File: config.mk
export PLATFORM = sky130hd
export DESIGN_NAME = io_uart_in
export DESIGN_NICKNAME = d
export VERILOG_FILES = /design/src/rtl/io_uart_in.sv
export SDC_FILE = /design/constraint.sdc
export NUM_CORES = 1
export LEC_CHECK = 0
export ABC_AREA = 1
export CAP_MARGIN = 20
export CORE_MARGIN = 4
export CORE_UTILIZATION = 50
export CTS_CLUSTER_DIAMETER = 150
export DETAILED_ROUTE_END_ITERATION = 7
export HOLD_SLACK_MARGIN = 0.08
export PLACE_DENSITY_LB_ADDON = 0.08
export SLEW_MARGIN = 30
export SYNTH_ARGS = -nofsm -noshare
export SYNTH_HDL_FRONTEND = slang
export SYNTH_SLANG_ARGS = --single-unit
export TNS_END_PERCENT = 1
File: constraint.sdc
create_clock -name clk -period 3.3 [get_ports clk]
set_input_delay 0.495 -clock clk [delete_from_list [all_inputs] [get_ports clk]]
set_output_delay 0.495 -clock clk [all_outputs]
set_load 0.02 [all_outputs]
File: src/rtl/io_uart_in.sv
// io_uart_in: 8N1 UART receiver with an 8-deep RX FIFO.
// Exposes a data/status register pair on the daisy-chained DMA IO bus.
// Read data is registered; non-hit cycles forward the upstream read data.
module io_uart_in #(
  parameter int          CLKS_PER_BIT = 434,
  parameter logic [13:0] ADR_DATA     = 14'h3F10,
  parameter logic [13:0] ADR_STAT     = 14'h3F11
) (
  input  logic        clk,
  input  logic        rst,
  input  logic        rx,
  input  logic        dma_io_we,
  input  logic [13:0] dma_io_wadr,
  input  logic [31:0] dma_io_wdata,
  input  logic [13:0] dma_io_radr,
  input  logic        dma_io_radr_en,
  input  logic [31:0] dma_io_rdata_in,
  output logic [31:0] dma_io_rdata,
  output logic        rx_irq
);

  localparam int TW = (CLKS_PER_BIT > 1) ? $clog2(CLKS_PER_BIT) : 1;
  localparam logic [TW-1:0] BIT_LOAD  = TW'(CLKS_PER_BIT - 1);
  localparam logic [TW-1:0] HALF_LOAD = TW'((CLKS_PER_BIT / 2 > 0) ? CLKS_PER_BIT / 2 - 1 : 0);

  typedef enum logic [2:0] {
    S_IDLE,
    S_START,
    S_DATA,
    S_STOP,
    S_BREAK
  } state_t;

  // Synchronizer and edge history
  logic rx_s1, rx_s2, rx_prev;

  // Receiver state
  state_t        state, state_d;
  logic [TW-1:0] timer, timer_d;
  logic [2:0]    bit_idx, bit_idx_d;
  logic [7:0]    shreg, shreg_d;
  logic          push, ferr_set;

  // FIFO
  logic [7:0] mem [8];
  logic [2:0] wr_ptr, rd_ptr;
  logic [3:0] count;
  logic       full, nonempty, pop, do_push, ovr_set;

  // Control/status
  logic ovr, ferr, ie;
  logic stat_we, ovr_clr, ferr_clr;

  // Read path
  logic        rd_hit, rd_hit_d;
  logic [31:0] rd_data_q, own_d;

  logic unused_wdata;
  assign unused_wdata = ^{dma_io_wdata[31:9], dma_io_wdata[7:4], dma_io_wdata[1:0]};

  // Two-flop synchronizer plus one history flop for falling-edge detection
  always_ff @(posedge clk or posedge rst) begin
    if (rst) begin
      rx_s1   <= 1'b1;
      rx_s2   <= 1'b1;
      rx_prev <= 1'b1;
    end else begin
      rx_s1   <= rx;
      rx_s2   <= rx_s1;
      rx_prev <= rx_s2;
    end
  end

  // Receiver state and datapath registers
  always_ff @(posedge clk or posedge rst) begin
    if (rst) begin
      state   <= S_IDLE;
      timer   <= '0;
      bit_idx <= '0;
      shreg   <= '0;
    end else begin
      state   <= state_d;
      timer   <= timer_d;
      bit_idx <= bit_idx_d;
      shreg   <= shreg_d;
    end
  end

  // Receiver next-state: bit timing, sampling, push and framing-error events
  always_comb begin
    state_d   = state;
    timer_d   = timer;
    bit_idx_d = bit_idx;
    shreg_d   = shreg;
    push      = 1'b0;
    ferr_set  = 1'b0;
    case (state)
      S_IDLE: begin
        if (rx_prev && !rx_s2) begin
          timer_d = HALF_LOAD;
          state_d = S_START;
        end
      end
      S_START: begin
        if (timer == '0) begin
          if (!rx_s2) begin
            timer_d   = BIT_LOAD;
            bit_idx_d = '0;
            state_d   = S_DATA;
          end else begin
            state_d = S_IDLE;
          end
        end else begin
          timer_d = timer - TW'(1);
        end
      end
      S_DATA: begin
        if (timer == '0) begin
          shreg_d = {rx_s2, shreg[7:1]};
          timer_d = BIT_LOAD;
          if (bit_idx == 3'd7) begin
            state_d = S_STOP;
          end else begin
            bit_idx_d = bit_idx + 3'd1;
          end
        end else begin
          timer_d = timer - TW'(1);
        end
      end
      S_STOP: begin
        if (timer == '0) begin
          if (rx_s2) begin
            push    = 1'b1;
            state_d = S_IDLE;
          end else begin
            ferr_set = 1'b1;
            state_d  = S_BREAK;
          end
        end else begin
          timer_d = timer - TW'(1);
        end
      end
      S_BREAK: begin
        if (rx_s2) begin
          state_d = S_IDLE;
        end
      end
      default: state_d = S_IDLE;
    endcase
  end

  assign full     = (count == 4'd8);
  assign nonempty = (count != 4'd0);
  assign pop      = dma_io_radr_en && (dma_io_radr == ADR_DATA) && nonempty;
  // A pop in the same cycle frees a slot, so a push at full still lands
  assign do_push  = push && (!full || pop);
  assign ovr_set  = push && full && !pop;

  assign stat_we  = dma_io_we && (dma_io_wadr == ADR_STAT);
  assign ovr_clr  = stat_we && dma_io_wdata[2];
  assign ferr_clr = stat_we && dma_io_wdata[3];

  // FIFO storage, not reset
  always_ff @(posedge clk) begin
    if (do_push) begin
      mem[wr_ptr] <= shreg;
    end
  end

  // FIFO pointers and occupancy
  always_ff @(posedge clk or posedge rst) begin
    if (rst) begin
      wr_ptr <= '0;
      rd_ptr <= '0;
      count  <= '0;
    end else begin
      if (do_push) wr_ptr <= wr_ptr + 3'd1;
      if (pop)     rd_ptr <= rd_ptr + 3'd1;
      case ({do_push, pop})
        2'b10:   count <= count + 4'd1;
        2'b01:   count <= count - 4'd1;
        default: count <= count;
      endcase
    end
  end

  // Sticky error flags (set beats clear) and interrupt enable
  always_ff @(posedge clk or posedge rst) begin
    if (rst) begin
      ovr  <= 1'b0;
      ferr <= 1'b0;
      ie   <= 1'b0;
    end else begin
      if (ovr_set)       ovr <= 1'b1;
      else if (ovr_clr)  ovr <= 1'b0;
      if (ferr_set)      ferr <= 1'b1;
      else if (ferr_clr) ferr <= 1'b0;
      if (stat_we)       ie <= dma_io_wdata[8];
    end
  end

  // Own read data selection for the addressed register
  always_comb begin
    own_d    = '0;
    rd_hit_d = dma_io_radr_en && ((dma_io_radr == ADR_DATA) || (dma_io_radr == ADR_STAT));
    if (dma_io_radr == ADR_DATA) begin
      if (nonempty) begin
        own_d = {23'd0, 1'b1, mem[rd_ptr]};
      end
    end else begin
      own_d = {23'd0, ie, count, ferr, ovr, full, nonempty};
    end
  end

  // Registered read hit/data and interrupt
  always_ff @(posedge clk or posedge rst) begin
    if (rst) begin
      rd_hit    <= 1'b0;
      rd_data_q <= '0;
      rx_irq    <= 1'b0;
    end else begin
      rd_hit <= rd_hit_d;
      if (rd_hit_d) rd_data_q <= own_d;
      rx_irq <= ie && nonempty;
    end
  end

  assign dma_io_rdata = rd_hit ? rd_data_q : dma_io_rdata_in;

endmodule

==> results of run 1 <==
cell usage in the layout (no fill, tap or decap), types with 2 or more instances in the layout:
cell             netlist  final
a21oi_1               25     25
a221oi_1               2      2
a22oi_1                2      2
a31oi_1                3      3
buf_4                  0     12
bufinv_16              0      4
clkbuf_16              0     16
clkdlybuf4s50_1        0    100
clkinv_4               0      3
dfrtp_1               47     47
dfstp_2                3      3
edfxtp_1              64     64
ha_1                   6      6
inv_1                 62     61
inv_2                  4      5
inv_6                  0      5
mux2_2                16     16
nand2_1               54     54
nand2_2                4      4
nand3_1               14     14
nor2_1                82     82
nor2_2                 2      2
nor3_1                11     11
nor3_4                 2      2
nor4_1                 2      2
o211ai_1              10     10
o21ai_0               46     46
o21ai_1                3      3
o221ai_1               8      8
o22ai_1                7      7
o31ai_1                2      2
xor2_1                 8      8
stage by stage:
step	hold WS, ns	setup slack (ns)	instances	util (%)
floorplan	0.345	0.771	521	-
global placement	0.348	0.575	756	63.2
detailed placement	0.350	0.523	756	63.2
CTS	0.358	0.407	788	69.2
global route	0.362	0.326	788	69.2
finish	0.356	0.430	788	69.2
kinds of logic (layout without fill, tap and decap cells):
group           Yosys count  count (layout)  share of synthesized area [%]
buf+inv                  80             211                           5.62
fa+ha+maj                 6               6                           1.40
mux                      17              17                           3.58
compound gates          113             113                           12.6
xor+xnor                  8               8                           1.31
flops                   114             114                           59.4
simple gates            183             183                           16.0
final timing paths:
path,startpoint,to,cells past startpoint
min in group asynchronous,rst,timer[4]$_DFFE_PP0P_,3
worst max register to register,timer[0]$_DFFE_PP0P_,mem[2][7]$_DFFE_PP_,10
worst max-delay path,rd_hit$_DFF_PP0_,dma_io_rdata[0],3
worst min register to register,rx_s1$_DFF_PP1_,rx_s2$_DFF_PP1_,0
max in group asynchronous,rst,bit_idx[0]$_DFFE_PP0P_,3
worst min-delay path,rx_s1$_DFF_PP1_,rx_s2$_DFF_PP1_,0
final cells by class:
cell class,instances,area [µm²]
Tap cell,136,170
Timing Repair Buffer,112,1090
Clock buffer,18,418
Fill cell,779,3190
Sequential cell,114,3180
Inverter,67,251
Clock inverter,14,203
Multi-Input combinational cell,327,1870
sequential cells by signal, summed over array words and instances (netlist names), 3 cells and up:
register / count
rd_data_q: 9
rd_ptr: 3
shreg: 8
bit_idx: 3
timer: 9
count: 4
wr_ptr: 3
state: 3
mem: 64
worst max-delay path: cells and delay by family, from the launching register on:
family,cells,cell delay (ns)
buf+inv,2,0.86
flops,1,0.64
mux,1,0.36
layer usage:
metal	vias to the layer above	share of wire [%]	track usage, %
met3	12	7.4	5.38
met5	-	0	0
li1	2037	-	-
met1	1986	42	25.9
met4	0	1.1	6.65
met2	152	49	34.9
power breakdown:
part	internal, µW	total [µW]	switching, µW
clock	1240	1890	650
combinational	227	510	283
sequential	1550	1600	43.3
total	3020	3990	976
==> impl_metrics.toml, run 1 <==
[pwr]
power_uw = 3990
p_per_area_nw_per_um2 = 556
p_leak_uw = 0.00306
ir_drop_v = 0.000473

[floorplanning]
core-area_um2 = 10400
row_count = 37
start_util_pct = 51.5
ios = 130
fp.dieW_um = 111
die_h_um = 111
fp.dieArea_um2 = 12400

[setup_path]
cp.required_ns = 2.80
cp-start-kind = "flip-flop"
crit_fanout = 17
worst-setup-path-type = "reg -> out"
critPathCaptureType = "output pin"
r2r_slack_ns = 0.88
cp_cell_sequence = "buf_4, mux2_2, clkdlybuf4s50_1"
critPathSlowestCell = "dfrtp_1"
crit_arrival_ns = 2.37
crit_path_max_incr_delay_ns = 0.64

[clock_network]
clk_pin_slew_ns = 0.05
clockRootBuffer = "clkbuf_8"
clock-sinks = 114
clock_latency_ns = 0.51
cts.path.max_buffers = 2
h-tree-depth = 4
post_cts_buffers = 0
numCtsBuffers = 17
hold_buffers = 0
ctsResizeCount = 0
tritoncts = "done"

[global_routing]
grt_pass1_wl_um = 20300
grt_pass1_vias = 4192
grt_max_degree = 51
grt.overflow.total = 0
grt_antenna_before_repair = 0
grt_use_total_pct = 20.6

[sta]
finalCritPeriodShare_pct = 87.0
fin_skew_ns = 0.0109
max_slew_margin_pct = 47.3
setup_violations = 0
hold_viol_final = 0
max_freq_ghz = 0.348
setup_tns_ns = 0
fin_crit_ns = 2.87
rsz0062_at_grt = "no"
tightest_slew_ns = 0.790
slew_violations = 0

[route]
antenna_left = 0
drc = 0
wl_um = 12400
via_count = 4187
wire_per_inst_um = 15.7
vias_per_cell = 5.31
dr.first_iter.drc_count = 248
firstDrtPassIters = 5

[placement]
place_congestion = 0.856
port_buffers = 100
hpwl_um = 8800
place_area_um2 = 6560

[logic_synthesis]
syn_area_um2 = 5350
synth.largest_area_cell = "edfxtp_1"
syn-instance-count = 521
synth_edf_count = 64
syn_nets = 624
ys_seq_elements = 114
postSynth.asyncResetShare_pct = 43.9
netlist_top_cells_count = "nor2_1, edfxtp_1, inv_1"
seq_area_frac_synth_pct = 59.4
ys_warn_count = 0
synth_most_common_cell = "nor2_1"
synth_cell_type_count = 46
synth_top_area_share_pct = 36.0
syn_area_per_cell_um2 = 10.3
ys_top_cells_by_area = "edfxtp_1, dfrtp_1, nor2_1"
ys.flop_type = "edfxtp_1"

[finish]
fin_nets = 742
num_antenna_cells = 0
area_growth_pct = 34.3
layout-drive-gt1-share_pct = 13.2
stdcell_area_um2 = 7180

[worst_hold_path]
holdCritPathClass = "reg -> reg"

[flow_run]
max-cap-violations = 0

[outcome]
status = "complete, no violations"
No activity file was read; power rests on OpenSTA's default activity.
==> run 2: changes to the inputs <==
--- a/config.mk
+++ b/config.mk
@@ -7,12 +7,12 @@
 export LEC_CHECK = 0
 export ABC_AREA = 1
 export CAP_MARGIN = 20
-export CORE_MARGIN = 4
 export CORE_UTILIZATION = 50
 export CTS_CLUSTER_DIAMETER = 150
 export DETAILED_ROUTE_END_ITERATION = 7
 export HOLD_SLACK_MARGIN = 0.08
 export PLACE_DENSITY_LB_ADDON = 0.08
+export SKIP_CTS_REPAIR_TIMING = 1
 export SLEW_MARGIN = 30
 export SYNTH_ARGS = -nofsm -noshare
 export SYNTH_HDL_FRONTEND = slang
==> run 2 against run 1 <==
  * Combinational power is 0.8% higher
  * Core utilization is 0.32 points higher
  * Non-clock buffer count stayed put
  * Via count is 1.2% higher
  * Cell count stayed put
  * Clock-buffer cell count stayed put
==> impl_metrics.toml, run 2 (synthesis gave the netlist of run 1 again) <==
[outcome]
status = "complete, no violations"

[sta]
tightest_slew_ns = 0.829
hold_viol_final = 0
fin_skew_ns = 0.00772
max_slew_margin_pct = 44.7
setup_tns_ns = 0
fin_crit_ns = 2.87
setup_violations = 0
rsz0062_at_grt = "no"
slew_violations = 0
finalCritPeriodShare_pct = 86.9
max_freq_ghz = 0.349

[setup_path]
r2r_start = "timer[0]$_DFFE_PP0P_"
critical_path.n_buffers_inverters = 1
crit_fanout = 26
cp.required_ns = 2.80
critPathCaptureType = "output pin"
rr_worst_depth = 11
cp_cell_sequence = "mux2_2, clkdlybuf4s50_1"
critPathSlowestCell = "dfrtp_1"
crit_arrival_ns = 2.37
r2r_end = "mem[5][0]$_DFFE_PP_"
crit_family = "flip-flops"
cp-start-kind = "flip-flop"
crit_path_max_incr_delay_ns = 0.88
worst-setup-path-type = "reg -> out"
r2r_slack_ns = 0.89

[clock_network]
cts.path.max_buffers = 2
numCtsBuffers = 17
clock_latency_ns = 0.52
h-tree-depth = 4
clk_pin_slew_ns = 0.06
clockRootBuffer = "clkbuf_8"
tritoncts = "done"
clock-sinks = 114

[floorplanning]
fp.dieArea_um2 = 11100
core-area_um2 = 10300
fp.dieW_um = 105
start_util_pct = 51.8
row_count = 37
die_h_um = 105
ios = 130

[route]
via_count = 4236
dr.first_iter.drc_count = 251
antenna_left = 0
drc = 0
firstDrtPassIters = 5
wire_per_inst_um = 15.8
wl_um = 12400
vias_per_cell = 5.38

[worst_hold_path]
holdCritStartpoint = "rx_s1$_DFF_PP1_"
holdCritPathClass = "reg -> reg"
min_to = "rx_s2$_DFF_PP1_"
worstHoldPathCells = 0

[global_routing]
grt_antenna_before_repair = 0
grt.overflow.total = 0
grt_pass1_vias = 4086
grt_max_degree = 51
grt_pass1_wl_um = 20000
grt_use_total_pct = 23.8

[finish]
ff_latch_area_um2 = 3180
largest_reg_flops = 64
fin_nets = 742
layout-drive-gt1-share_pct = 13.2
layout_common_cells = "clkdlybuf4s50_1, nor2_1, edfxtp_1"
final_common_cell = "clkdlybuf4s50_1"
num_antenna_cells = 0
reg_top3 = "mem (64), rd_data_q (9), timer (9)"
multi_input_area_um2 = 1870
fillers = 738
largest_register = "mem"
area_growth_pct = 34.3
final_util_pct = 69.5

[placement]
hpwl_um = 8360
port_buffers = 100
place_congestion = 0.794

[pwr]
p_leak_uw = 0.00306
ir_drop_v = 0.000484
p_per_area_nw_per_um2 = 559

[flow_run]
max-cap-violations = 0
## run 2: report_power, final
part           total, µW  switching (µW)  internal (µW)
combinational        514             288            226
sequential          1600            45.9           1550
clock               1900             666           1240
## run 2: cell type report
cell class | instances | area share (%)
clock buffer | 18 | 5.82
clock inverter | 14 | 2.81
inverter | 67 | 3.54
multi-input combinational | 327 | 26.0
sequential | 114 | 44.2
tap | 136 | 2.37
timing repair buffer | 112 | 15.2
## run 2: worst max path at each step
stage / endpoint / cells after the start / startpoint / slack [ns]
finish: dma_io_rdata[0] / 2 / rd_hit$_DFF_PP0_ / 0.43
global route: dma_io_rdata[0] / 2 / rd_hit$_DFF_PP0_ / 0.33
CTS: dma_io_rdata[0] / 2 / rd_hit$_DFF_PP0_ / 0.40
detailed placement: mem[0][2]$_DFFE_PP_ / 11 / dma_io_radr[11] / 0.56
global placement: mem[2][6]$_DFFE_PP_ / 11 / dma_io_radr[11] / 0.57
floorplan: mem[0][0]$_DFFE_PP_ / 9 / timer[0]$_DFFE_PP0P_ / 0.77
## run 2: per-layer routing
layer	global-route usage, %	part of all wire [%]	up-vias
met5	0	0	-
met4	8.05	1.2	0
met3	5.57	7.4	14
met2	40.2	50	156
met1	30.0	42	2027
li1	-	-	2039
## run 2: worst reg2reg max path, stage by stage (launching register included)
cell and delay, ns:
dfrtp_1 0.37, inv_1 0.09, ha_1 0.21, nand3_2 0.15, nor2_1 0.26, nand4_4 0.18
clkinv_1 0.09, nand2_2 0.11, inv_1 0.14, nand2_1 0.12, nor3_1 0.18, buf_4 0.21
## run 2: metrics by stage
step	power (µW)	instances	hold slack [ns]	area, µm²	worst slack [ns]
final	4020	788	0.356	7180	0.432
after global routing	4170	788	0.363	7180	0.334
after CTS	4030	788	0.357	7180	0.401
after detailed placement	2130	756	0.348	6560	0.561
after global placement	2110	756	0.347	6560	0.569
after floorplan	1940	521	0.345	5350	0.771
